$ cat config.mk
export PLATFORM = sky130hd
export DESIGN_NAME = branch_resolver
export DESIGN_NICKNAME = d
export VERILOG_FILES = /design/src/rtl/branch_resolver.sv
export SDC_FILE = /design/constraint.sdc
export NUM_CORES = 1
export LEC_CHECK = 0
export BUFFER_PORTS_ARGS = -buffer_cell sky130_fd_sc_hd__buf_2
export CAP_MARGIN = 20
export CORE_MARGIN = 8
export CORE_UTILIZATION = 60
export CTS_CLUSTER_SIZE = 24
export DETAILED_ROUTE_END_ITERATION = 8
export PLACE_DENSITY = 0.88
export SYNTH_ARGS = -nofsm -noshare
export SYNTH_HDL_FRONTEND = slang
export SYNTH_SLANG_ARGS = --single-unit
$ cat constraint.sdc
create_clock -name clk -period 5.6 [get_ports clk]
set_clock_uncertainty 0.1 [all_clocks]
set_input_delay 1.68 -clock clk [delete_from_list [all_inputs] [get_ports clk]]
set_output_delay 1.68 -clock clk [all_outputs]
set_load 0.1 [all_outputs]
$ cat src/rtl/branch_resolver.sv
// Two-stage pipelined RV64 branch resolution: S1 registers compare flags and targets, S2 decodes the
// taken/next_pc/mispredict outputs. Optional BRANCH_STATS_EN adds saturating handshake/mispredict counters.
module branch_resolver #(
    parameter int         XLEN       = 64,
    parameter logic [1:0] ALIGN_MASK = 2'b11
) (
    input  logic            clk,
    input  logic            rst_n,
    input  logic            flush,
    input  logic            in_valid,
    output logic            in_ready,
    input  logic [2:0]      funct3,
    input  logic [XLEN-1:0] rs1,
    input  logic [XLEN-1:0] rs2,
    input  logic [XLEN-1:0] pc,
    input  logic [XLEN-1:0] imm,
    input  logic            pred_taken,
    output logic            out_valid,
    input  logic            out_ready,
    output logic            taken,
    output logic [XLEN-1:0] next_pc,
    output logic            mispredict,
    output logic            misaligned,
    output logic            illegal
`ifdef BRANCH_STATS_EN
    ,
    output logic [31:0]     stat_branches,
    output logic [31:0]     stat_mispredicts
`endif
);

    logic            s1_valid_q;
    logic            eq_q, lu_q, ls_q, pred_q;
    logic [2:0]      f3_q;
    logic [XLEN-1:0] tgt_q, seq_q;

    logic            s2_valid_q;
    logic            taken_q, mispredict_q, misaligned_q, illegal_q;
    logic [XLEN-1:0] next_pc_q;

    logic            s2_adv, accept;
    logic [XLEN:0]   diff;
    logic            eq_d, lu_d, ls_d;
    logic            taken_d, mispredict_d, misaligned_d, illegal_d;
    logic [XLEN-1:0] next_pc_d;

    // Handshake: a transfer happens on a rising edge where valid && ready; flush overrides both sides.
    always_comb begin
        s2_adv   = !s2_valid_q || out_ready;
        in_ready = !flush && (!s1_valid_q || s2_adv);
        accept   = in_valid && in_ready;
        diff     = {1'b0, rs1} + {1'b0, ~rs2} + {{XLEN{1'b0}}, 1'b1};
        eq_d     = (rs1 == rs2);
        lu_d     = ~diff[XLEN];
        ls_d     = (rs1[XLEN-1] == rs2[XLEN-1]) ? lu_d : rs1[XLEN-1];
    end

    always_comb begin
        taken_d      = 1'b0;
        illegal_d    = 1'b0;
        case (f3_q)
            3'b000:  taken_d = eq_q;
            3'b001:  taken_d = !eq_q;
            3'b100:  taken_d = ls_q;
            3'b101:  taken_d = !ls_q;
            3'b110:  taken_d = lu_q;
            3'b111:  taken_d = !lu_q;
            default: illegal_d = 1'b1;
        endcase
        next_pc_d    = taken_d ? tgt_q : seq_q;
        mispredict_d = !illegal_d && (taken_d != pred_q);
        misaligned_d = taken_d && ((tgt_q[1:0] & ALIGN_MASK) != 2'b00);
    end

    always_ff @(posedge clk or negedge rst_n) begin
        if (!rst_n) begin
            s1_valid_q <= 1'b0;
            eq_q       <= 1'b0;
            lu_q       <= 1'b0;
            ls_q       <= 1'b0;
            pred_q     <= 1'b0;
            f3_q       <= 3'b000;
            tgt_q      <= '0;
            seq_q      <= '0;
        end else if (flush) begin
            s1_valid_q <= 1'b0;
        end else if (accept) begin
            s1_valid_q <= 1'b1;
            eq_q       <= eq_d;
            lu_q       <= lu_d;
            ls_q       <= ls_d;
            pred_q     <= pred_taken;
            f3_q       <= funct3;
            tgt_q      <= pc + imm;
            seq_q      <= pc + XLEN'(4);
        end else if (s2_adv) begin
            s1_valid_q <= 1'b0;
        end
    end

    // S2 payload only moves when advancing, so a stalled result holds stable.
    always_ff @(posedge clk or negedge rst_n) begin
        if (!rst_n) begin
            s2_valid_q   <= 1'b0;
            taken_q      <= 1'b0;
            mispredict_q <= 1'b0;
            misaligned_q <= 1'b0;
            illegal_q    <= 1'b0;
            next_pc_q    <= '0;
        end else if (flush) begin
            s2_valid_q <= 1'b0;
        end else if (s2_adv) begin
            s2_valid_q <= s1_valid_q;
            if (s1_valid_q) begin
                taken_q      <= taken_d;
                mispredict_q <= mispredict_d;
                misaligned_q <= misaligned_d;
                illegal_q    <= illegal_d;
                next_pc_q    <= next_pc_d;
            end
        end
    end

    assign out_valid  = s2_valid_q;
    assign taken      = taken_q;
    assign next_pc    = next_pc_q;
    assign mispredict = mispredict_q;
    assign misaligned = misaligned_q;
    assign illegal    = illegal_q;

`ifdef BRANCH_STATS_EN
    logic [31:0] stat_branches_q, stat_mispredicts_q;

    always_ff @(posedge clk or negedge rst_n) begin
        if (!rst_n) begin
            stat_branches_q    <= '0;
            stat_mispredicts_q <= '0;
        end else if (s2_valid_q && out_ready) begin
            if (stat_branches_q != 32'hFFFF_FFFF)
                stat_branches_q <= stat_branches_q + 32'd1;
            if (mispredict_q && (stat_mispredicts_q != 32'hFFFF_FFFF))
                stat_mispredicts_q <= stat_mispredicts_q + 32'd1;
        end
    end

    assign stat_branches    = stat_branches_q;
    assign stat_mispredicts = stat_mispredicts_q;
`endif

endmodule

==> key figures <==
Yosys
  – Post-synthesis average cell area: 8.44 µm²
  – Syn Inst Count: 1694
  – XOR/XNOR Fraction of Synth Area: 0.0723
  – Post-synthesis async set-or-reset flop share: 1.00
  – Number of synthesized flops with an enable pin: 0
  – Synth Area in Compound Gates: 0.197
  – Post-synth top area cell: dfrtp_1
  – Simple-gate portion of the synthesized area: 0.169
  – Most common flop cell mapped by yosys: dfrtp_1
  – Area contributors post-synth: dfrtp_1, ha_1, o21ai_0
  – Share of Yosys cell area claimed by the top area cell type: 0.359
  – Sequential share of the synthesized area: 0.359
  – #FFs+latches synth: 205
  – Synthesized net count: roughly 2100
  – Mux cell area share after synthesis: 0.0485
  – Synthesis Warnings: 0
  – Post-synthesis adder-cell area fraction: 0.113
  – Synth cell types: 61
  – Syn Std Cell Area: 0.0143 mm²
  – Largest family of logic cells by synthesized area: compound AO/OA/AOI/OAI gates

Timing
  – Worst slew margin: 0.351
  – Fin Setup TNS: 0 ns
  – Worst-Margin Slew: 0.973 ns
  – Max Fclk: 215 MHz
  – Final setup vio count: 0
  – Final hold vios: 0
  – RSZ-0062 raised after global routing: no
  – Final Max Slew Viols: 0
  – Crit share post-route: 0.830
  – Min Tclk post-route: 4.65 ns

Placement
  – IO buf count: roughly 330
  – Final HPWL DP: 35.4 mm
  – Placed Cells: 2281
  – GPL Wtd Cong: 0.962
  – Placed cell areas: around 0.016 mm²

Setup path
  – CP Data Arrival Time: 4.93 ns
  – R2R Path Start: f3_q[1]$_DFFE_PN0P_
  – Cells on worst reg2reg path: 6
  – Top delay family on crit path: compound AO/OA/AOI/OAI gates
  – Crit-path slowest cell: o31ai_2
  – WP buf/inv: 2
  – Critical Path End Type: flip-flop
  – Top fanout value on the critical path: 4
  – R2R setup slack: 2.90 ns
  – Worst Path Required: 5.89 ns
  – Crit Reg-Reg Endpoint: next_pc[29]$_DFFE_PN0P_
  – Critical-path cell list: buf_2 -> ha_1 -> fa_1 -> a211oi_1 -> o21ai_0 -> a21oi_1 -> o21ai_0 -> a31oi_1 -> buf_4 -> o21ai_2 -> a21oi_1 -> o31ai_2 -> mux2i_1 -> o21ai_0
  – Startpoint Class: primary input
  – Stages on worst setup path: 14
  – CP Capture Point: tgt_q[60]$_DFFE_PN0P_
  – Setup Crit Path Kind: in -> reg
  – Delay of the slowest cell on the worst path: between 0.4 and 0.5 ns
  – Critical Path Start: pc[0]
  – Most frequent CP cell: o21ai_0

Finish
  – Most common cell after layout, fill and taps aside: buf_2
  – Most frequent cells in the layout: buf_2, nand2_1, o21ai_0
  – Layout Nets: about 2400
  – Fraction of layout cells with a size suffix above 1: 0.200
  – Final Cell Area: 0.0170 mm²
  – Final core utilization: 0.725
  – Post-Layout Cell Count: 2322
  – P&R area growth vs syn: 19.0%

Clock tree
  – Htree depth: 1
  – Clock buffer depth: 3
  – Sink Count: 205
  – CTS tree: built
  – Clock Latency Late Sink: 0.52 ns
  – Post-CTS Hold Buffers: 0
  – Worst-path clk slew: 0.06 ns
  – Post-CTS sizing: 0
  – Post-CTS setup buffers: 0
  – Clk root buf: clkbuf_16
  – TritonCTS Buffers: 23

GRT
  – Gr usage total: 0.301
  – Pin count of the biggest net entering global routing: approximately 120
  – Vias in the first global route: around 14000
  – Global-route wire length before repair: 70.5 mm
  – Initial antenna violation count: 1
  – GRT overflow: 0

Drt
  – Drt drc: 0
  – Antenna Violating Nets Remaining: 0
  – First drt pass iteration count: 5
  – Vias per inst: between 5 and 6
  – DRT iter0 DRCs: between 1000 and 1500
  – Routed vias: 13793
  – Routed wire per std cell: 19.2 µm
  – Final WL: 44.6 mm

Floorplan
  – Cell Rows: 56
  – Die Footprint: between 0.02 and 0.03 mm²
  – Die Span X: 170 µm
  – IO Pins: 335
  – Die height: 170 µm
  – Initial Utilization: 0.609
  – Core area: 0.0235 mm²

Pwr
  – Maximum VDD drop: 0.287 mV
  – Overall Power: between 6000 and 7000 µW
  – PD cells: 355 mW/mm²
  – Leakage power: between 0.008 and 0.009 µW

Worst hold path
  – Hold crit path type: reg -> reg

Job
  – Max Cap Viol: 0

Outcome
  – Outcome: complete, no violations
[cell families after synthesis]
family	after synthesis
mux	69
flops	205
xor+xnor	118
simple gates	543
fa+ha+maj	129
buf+inv	155
compound gates	475
[worst min-delay path by stage]
| stage | slack, ns | to | start | cells past startpoint |
|---|---|---|---|---|
| 3_3_place_gp | 0.35 | seq_q[9]$_DFFE_PN0P_ | seq_q[9]$_DFFE_PN0P_ | 2 |
| 3_5_place_dp | 0.36 | seq_q[34]$_DFFE_PN0P_ | seq_q[34]$_DFFE_PN0P_ | 2 |
| 4_1_cts | 0.38 | next_pc[39]$_DFFE_PN0P_ | next_pc[39]$_DFFE_PN0P_ | 2 |
| 5_1_grt | 0.40 | seq_q[1]$_DFFE_PN0P_ | seq_q[1]$_DFFE_PN0P_ | 2 |
| 6_report | 0.37 | next_pc[22]$_DFFE_PN0P_ | next_pc[22]$_DFFE_PN0P_ | 2 |
| 2_1_floorplan | 0.34 | tgt_q[13]$_DFFE_PN0P_ | tgt_q[13]$_DFFE_PN0P_ | 2 |
[flip-flops by register name, indices dropped and copies added (netlist names), 3 cells and up]
signal and cells:
seq_q 64, next_pc 64, f3_q 3, tgt_q 64
[area by class of cell]
type	count	area [µm²]
clock buffers	32	649
diodes	1	2.50
well taps	319	399
repair buffers	349	1830
multi-input cells	1334	8610
clock inverters	8	121
inverters	74	278
fillers	1792	6460
flip-flops and latches	205	5130
[per-layer routing]
| layer | vias up | wire length, µm | part of all wire | track usage |
|---|---|---|---|---|
| li1 | 6524 | - | - | - |
| met1 | 6495 | 17600 | 0.40 | 0.372 |
| met2 | 673 | 21500 | 0.48 | 0.515 |
| met3 | 101 | 3790 | 0.085 | 0.0526 |
| met4 | 0 | 1680 | 0.038 | 0.117 |
| met5 | - | 0 | 0 | 0 |
[Yosys cell counts, types with 4 or more instances]
cell type	n
o21a_1	4
nand2b_1	11
a21o_1	69
nor2_1	77
nand2_1	298
and3_1	20
buf_1	9
a21oi_1	88
ha_1	128
a211oi_1	9
nor3_1	12
o31ai_1	7
mux2i_1	66
clkbuf_1	71
xor2_1	58
nor2b_1	5
o211ai_1	4
nand4_1	44
a41oi_1	4
nand3_1	46
o21ai_0	229
or3_1	4
dfrtp_1	205
inv_1	74
o21bai_1	15
a31oi_1	14
and2_1	7
nor4_1	7
xnor2_1	60
[report_power, final]
group | switching, µW | internal (µW)
logic | 1870 | 635
clock network | 607 | 945
registers | 191 | 1790
[metrics by stage]
step           setup slack [ns]  hold WS (ns)
2_1_floorplan             0.536         0.338
3_3_place_gp              0.745         0.350
3_5_place_dp              0.625         0.365
4_1_cts                    1.04         0.378
5_1_grt                   0.805         0.395
6_report                  0.952         0.374
[worst register-to-register path, delay by kind of cell, from the launching register on]
kind | cells | cell delay, ns
DFF | 1 | 0.42
AOI/OAI and AO/OA | 2 | 0.82
buffers and inverters | 1 | 0.42
xor gates and xnor gates | 1 | 0.14
muxes | 2 | 0.67
No activity file was read; power rests on OpenSTA's default activity.
